File: src/rtl/hex_scan_pkg.sv
// Shared types and constants for the hex_scanner display multiplexer.
// Digit-count default, digit-index and nibble types, plus a width helper.
package hex_scan_pkg;

    localparam int NUM_DIGITS_DEF = 8;
    localparam int DIGIT_IDX_W    = (NUM_DIGITS_DEF > 1) ? $clog2(NUM_DIGITS_DEF) : 1;

    typedef logic [DIGIT_IDX_W-1:0] digit_idx_t;
    typedef logic [3:0]             nibble_t;

    // Counter width that stays at least one bit for degenerate ranges.
    function automatic int safe_clog2(input int n);
        return (n > 1) ? $clog2(n) : 1;
    endfunction

endpackage

File: src/rtl/hex_scanner_tick_gen.sv
// Refresh divider: counts 0..REFRESH_DIV-1 and raises tick on the last count,
// wrapping to 0 on the same edge. REFRESH_DIV=1 gives a tick every cycle.
module tick_gen
    import hex_scan_pkg::*;
#(
    parameter int REFRESH_DIV = 50000
) (
    input  logic clk,
    input  logic rst_n,
    output logic tick
);

    localparam int               CNT_W = safe_clog2(REFRESH_DIV);
    localparam logic [CNT_W-1:0] LAST  = CNT_W'(REFRESH_DIV - 1);

    logic [CNT_W-1:0] cnt_q;
    logic [CNT_W-1:0] cnt_d;

    always_comb begin
        tick  = (cnt_q == LAST);
        cnt_d = tick ? '0 : cnt_q + 1'b1;
    end

    always_ff @(posedge clk or negedge rst_n) begin
        if (!rst_n) begin
            cnt_q <= '0;
        end else begin
            cnt_q <= cnt_d;
        end
    end

endmodule

File: src/rtl/hex_scanner.sv
// Multiplexed hex display scanner with a one-deep load buffer applied only at
// frame boundaries. Define HEX_SCANNER_LZ_BLANK_EN to blank leading zero digits.
module hex_scanner
    import hex_scan_pkg::*;
#(
    parameter int REFRESH_DIV = 50000,
    parameter int NUM_DIGITS  = NUM_DIGITS_DEF
) (
    input  logic                    clk,
    input  logic                    rst_n,
    input  logic [4*NUM_DIGITS-1:0] load_data,
    input  logic                    load_valid,
    output logic                    load_ready,
    output nibble_t                 digit_val,
    output logic [NUM_DIGITS-1:0]   digit_en_n,
    output logic                    frame_done
);

    localparam int               IDX_W    = safe_clog2(NUM_DIGITS);
    localparam logic [IDX_W-1:0] LAST_IDX = IDX_W'(NUM_DIGITS - 1);

    logic                    tick;
    logic                    boundary;
    logic                    xfer;
    logic [IDX_W-1:0]        idx_q,          idx_d;
    logic [4*NUM_DIGITS-1:0] shown_q,        shown_d;
    logic [4*NUM_DIGITS-1:0] pending_q,      pending_d;
    logic                    pending_full_q, pending_full_d;
    logic                    frame_done_q,   frame_done_d;
    logic [NUM_DIGITS-1:0]   en_raw_n;
    nibble_t                 val_raw;

    tick_gen #(
        .REFRESH_DIV (REFRESH_DIV)
    ) u_tick_gen (
        .clk   (clk),
        .rst_n (rst_n),
        .tick  (tick)
    );

    always_comb begin
        boundary       = tick && (idx_q == LAST_IDX);
        xfer           = load_valid && !pending_full_q;
        idx_d          = idx_q;
        shown_d        = shown_q;
        pending_d      = pending_q;
        pending_full_d = pending_full_q;
        frame_done_d   = boundary;

        if (tick) begin
            idx_d = (idx_q == LAST_IDX) ? '0 : idx_q + 1'b1;
        end
        // A full buffer drains at the boundary; an empty one can only fill,
        // so a load landing on the boundary edge waits one more frame.
        if (boundary && pending_full_q) begin
            shown_d        = pending_q;
            pending_full_d = 1'b0;
        end
        if (xfer) begin
            pending_d      = load_data;
            pending_full_d = 1'b1;
        end
    end

    always_ff @(posedge clk or negedge rst_n) begin
        if (!rst_n) begin
            idx_q          <= '0;
            shown_q        <= '0;
            pending_q      <= '0;
            pending_full_q <= 1'b0;
            frame_done_q   <= 1'b0;
        end else begin
            idx_q          <= idx_d;
            shown_q        <= shown_d;
            pending_q      <= pending_d;
            pending_full_q <= pending_full_d;
            frame_done_q   <= frame_done_d;
        end
    end

    generate
        for (genvar gi = 0; gi < NUM_DIGITS; gi++) begin : g_en
            assign en_raw_n[gi] = (idx_q != IDX_W'(gi));
        end
    endgenerate

    assign val_raw    = shown_q[{idx_q, 2'b00} +: 4];
    assign load_ready = !pending_full_q;
    assign frame_done = frame_done_q;

`ifdef HEX_SCANNER_LZ_BLANK_EN
    logic [NUM_DIGITS-1:0] zero_from;
    logic                  blank;

    generate
        for (genvar gi = 0; gi < NUM_DIGITS; gi++) begin : g_zero
            assign zero_from[gi] = (shown_q[4*NUM_DIGITS-1:4*gi] == '0);
        end
    endgenerate

    assign blank      = (idx_q != '0) && zero_from[idx_q];
    assign digit_en_n = blank ? '1 : en_raw_n;
    assign digit_val  = blank ? '0 : val_raw;
`else
    assign digit_en_n = en_raw_n;
    assign digit_val  = val_raw;
`endif

endmodule
File: config.mk
export PLATFORM = sky130hd
export DESIGN_NAME = hex_scanner
export DESIGN_NICKNAME = d
export VERILOG_FILES = /design/src/rtl/hex_scan_pkg.sv /design/src/rtl/hex_scanner_tick_gen.sv /design/src/rtl/hex_scanner.sv
export SDC_FILE = /design/constraint.sdc
export NUM_CORES = 1
export LEC_CHECK = 0
export CAP_MARGIN = 10
export CORE_AREA = 2 2 121 99
export CTS_CLUSTER_DIAMETER = 200
export DETAILED_ROUTE_END_ITERATION = 10
export DIE_AREA = 0 0 123 101
export SLEW_MARGIN = 5
export SYNTH_ARGS = -nofsm -noshare
export SYNTH_HDL_FRONTEND = slang
export SYNTH_SLANG_ARGS = --single-unit
File: constraint.sdc
create_clock -name clk -period 2 [get_ports clk]
set_input_delay 0.5 -clock clk [delete_from_list [all_inputs] [get_ports clk]]
set_output_delay 0.5 -clock clk [all_outputs]
set_load 0.03 [all_outputs]
==> flow_metrics.py <==
metrics = {
    "synthesis": {
        "synth.top_cell.area_share": 0.553,
        "synth_cells": 265,
        "synth_nets": 307,
        "synthTopCellsByArea": "dfrtp_1 55%, mux2_4 11%, mux2_2 10%, mux4_2 4.7%, ha_1 2.3%",
        "avgSynthCellArea_um2": 14.5,
        "ys_seq_area_frac": 0.553,
        "ys_warn_count": 0,
        "synth_edf_count": 0,
        "ys_ff_latch": 85,
        "synth_cell_type_count": 31,
        "async_flop_share": 1.00,
        "synth_ff_type": "dfrtp_1",
        "yosysTopAreaCell": "dfrtp_1",
        "synth_area_um2": 3840,
    },
    "clocking": {
        "cts_tree": "built",
        "numCtsBuffers": 9,
        "cts_root_buf": "clkbuf_16",
        "cts_max_path_buffers": 2,
        "holdBufCountCts": 0,
        "clkLatencyLatePin_ns": 0.34,
        "clk_pin_slew_ns": 0.06,
        "h-tree-depth": 3,
        "clock-sinks": 85,
    },
    "route": {
        "via_per_inst": 4.60,
        "detail_route.wl_per_cell_um": 15.8,
        "antenna_left": 0,
        "routed_wl_mm": 7.98,
        "dr.pass1.iters": 4,
        "dr.first_iter.drc_count": 161,
        "vias": 2319,
        "drc": 0,
    },
    "power_and_ir_drop": {
        "cellLeakagePower_nw": 2.35,
        "power_frac_seq": 0.485,
        "p_int_mw": 3.00,
        "finalPower_mw": 3.80,
        "p_sw_uw": 792,
        "vdd.ir_drop.worst_v": 0.000392,
        "comb_power_share": 0.049,
        "switching_share": 0.209,
        "power_density_nw_per_um2": 734,
        "p_clk_frac": 0.466,
    },
    "global_route": {
        "met1_usage": 0.200,
        "grt_pass1_vias": 2279,
        "gr-usage-met2": 0.181,
        "grtUsageMet3": 0.0356,
        "busiest_layer": "met1",
        "grt_max_degree": 41,
        "grt.overflow.total": 0,
        "antenna_found_initial": 0,
        "gr-usage-all-layers": 0.132,
        "grt_pass1_wl_mm": 12.3,
    },
    "worst_setup_path": {
        "crit_type": "reg2out",
        "critical-path-top-delay-family": "multiplexers",
        "critPathMostFrequentCell": "nand2_2",
        "start_kind": "flip-flop",
        "worstPathRequired_ns": 1.50,
        "arrival_ns": 1.66,
        "cp_num_buf_inv": 2,
        "end_kind": "output port",
        "cpMaxStageDelayCell": "mux4_2",
        "path_max_fanout": 7,
        "path_cells": "buf_12 -> mux4_2 -> nand2_2 -> nand2_2 -> buf_6",
        "slowest_delay_ns": 0.51,
    },
    "die": {
        "pin_count": 49,
        "row_count": 35,
        "core_um2": 11300,
        "fp.dieArea_um2": 12400,
        "die_w_um": 123,
        "initial_core_util": 0.340,
        "chipHeight_um": 101,
    },
    "timing": {
        "clock_skew_ns": 0.00510,
        "rsz0062_at_grt": "true",
        "setup_ws_ns": -0.163,
        "slew_headroom": 0.619,
        "period_share": 1.08,
        "fin_crit_ns": 2.16,
        "setup_violations": 35,
        "hold_viol": 0,
        "fmax_mhz": 462,
        "slew_violations": 0,
        "tightest_slew_ns": 0.572,
    },
    "finish": {
        "finish.net_count": 393,
        "final_util": 0.457,
        "layout-drive-gt1-share": 0.452,
        "diodes": 0,
        "areaGrowthSynthToFinish_pct": 34.4,
    },
    "outcome": {
        "violations": "setup timing",
        "status": "finished with violations",
    },
    "place": {
        "port_buffers": 48,
        "gp_congestion": 0.784,
        "dp_hpwl_mm": 5.42,
    },
    "flow_run": {
        "maxCapViolCount": 0,
    },
    "hold_path": {
        "hold_class": "in2async",
    },
}
area by class of cell:
class                   instances  area (µm²)
multi-input cells             160        1620
clock buffers                   9         225
well taps                     148         185
flip-flops and latches         85        2130
repair buffers                 88         895
inverters                       7        26.3
clock inverters                 7        90.1
fillers                      1027        6130
cells in the mapped netlist (2+ instances only):
cell type and n:
inv_1 6, nand4_1 6, nand3_1 8, nand2_1 21, mux4_2 8, and2_1 2, clkbuf_1 4, mux2_2 35
o21ai_0 3, dfrtp_1 85, buf_1 3, ha_1 7, xor2_1 6, mux2_4 29, buf_2 3, xnor2_1 7
nor2_1 13, and4_2 2, nor2b_1 3, buf_12 3
cells in the final DEF, fill, tap and decap left out, types with 2 or more instances in the layout:
master and n:
buf_4 36, nand2_2 7, nor2_1 13, o21ai_0 3, inv_1 4, mux4_2 8, and4_2 2, nand4_1 6
and2_1 2, dfrtp_1 85, nor2b_1 2, mux2_2 35, ha_2 3, clkbuf_16 11, clkdlybuf4s50_1 34, clkinv_2 3
ha_1 4, bufinv_16 2, inv_2 2, xor2_1 6, mux2_4 29, nand2_1 14, clkinvlp_4 2, xnor2_1 7
nand3_1 8, buf_12 6, buf_6 8
through the flow:
| stage | area [µm²] | hold slack (ns) | std cells | setup TNS (ns) | setup slack [ns] |
|---|---|---|---|---|---|
| after detailed placement | 4720 | 0.484 | 482 | -0.992 | -0.261 |
| after global routing | 5170 | 0.204 | 504 | -5.39 | -0.236 |
| final | 5170 | 0.165 | 504 | -1.58 | -0.163 |
| after floorplan | 3840 | 0.204 | 265 | 0 | 0.0509 |
| after global placement | 4720 | 0.477 | 482 | -0.945 | -0.243 |
| after CTS | 5070 | 0.173 | 499 | -1.02 | -0.182 |
sequential cells by signal (all words and copies together), names as in the netlist:
| signal | count |
|---|---|
| pending_full_q | 1 |
| frame_done | 1 |
| pending_q | 32 |
| u_tick_gen.cnt_q | 16 |
| idx_q | 3 |
| shown_q | 32 |
kinds of logic after synthesis:
family,share of synthesized area
AND/OR/NAND/NOR,0.0934
XOR/XNOR,0.0296
flip-flops,0.553
buffers and inverters,0.0332
AO/OA/AOI/OAI,0.00520
multiplexers,0.263
adder cells (fa/ha/maj),0.0228
power by group through the flow:
stage          sequential [mW]  combinational [mW]  clock, mW
2_1_floorplan             1.85              0.0678          0
3_3_place_gp              1.87               0.183          0
3_5_place_dp              1.88               0.188          0
4_1_cts                   1.84               0.190       1.80
5_1_grt                   1.85               0.205       1.87
6_report                  1.84               0.185       1.77
repair_timing:
item / in CTS / in global routing
pin swaps: 9 / 6
resized for setup: 38 / 9
setup buffers: 1 / 2
setup endpoints to repair: 7 / 38
cloned: 0 / 3
routing by layer:
layer  wire [µm]  part of all wire
met3         230             0.029
met2        3460              0.43
met4          90             0.011
met1        4200              0.53
met5           0                 0
worst paths after layout:
path                                      from                   to  slack (ns)  depth (start not counted)
max                                   idx_q[0]         digit_val[1]       -0.16                          5
min                                      rst_n         pending_q[2]        0.16                          1
max reg2reg                           idx_q[0]          shown_q[30]       -0.04                          9
min reg2reg                u_tick_gen.cnt_q[0]  u_tick_gen.cnt_q[0]        0.49                          1
max in group asynchronous                rst_n        pending_q[25]        1.30                          2
min in group clk           u_tick_gen.cnt_q[0]  u_tick_gen.cnt_q[0]        0.49                          1
No activity file was read; power rests on OpenSTA's default activity.
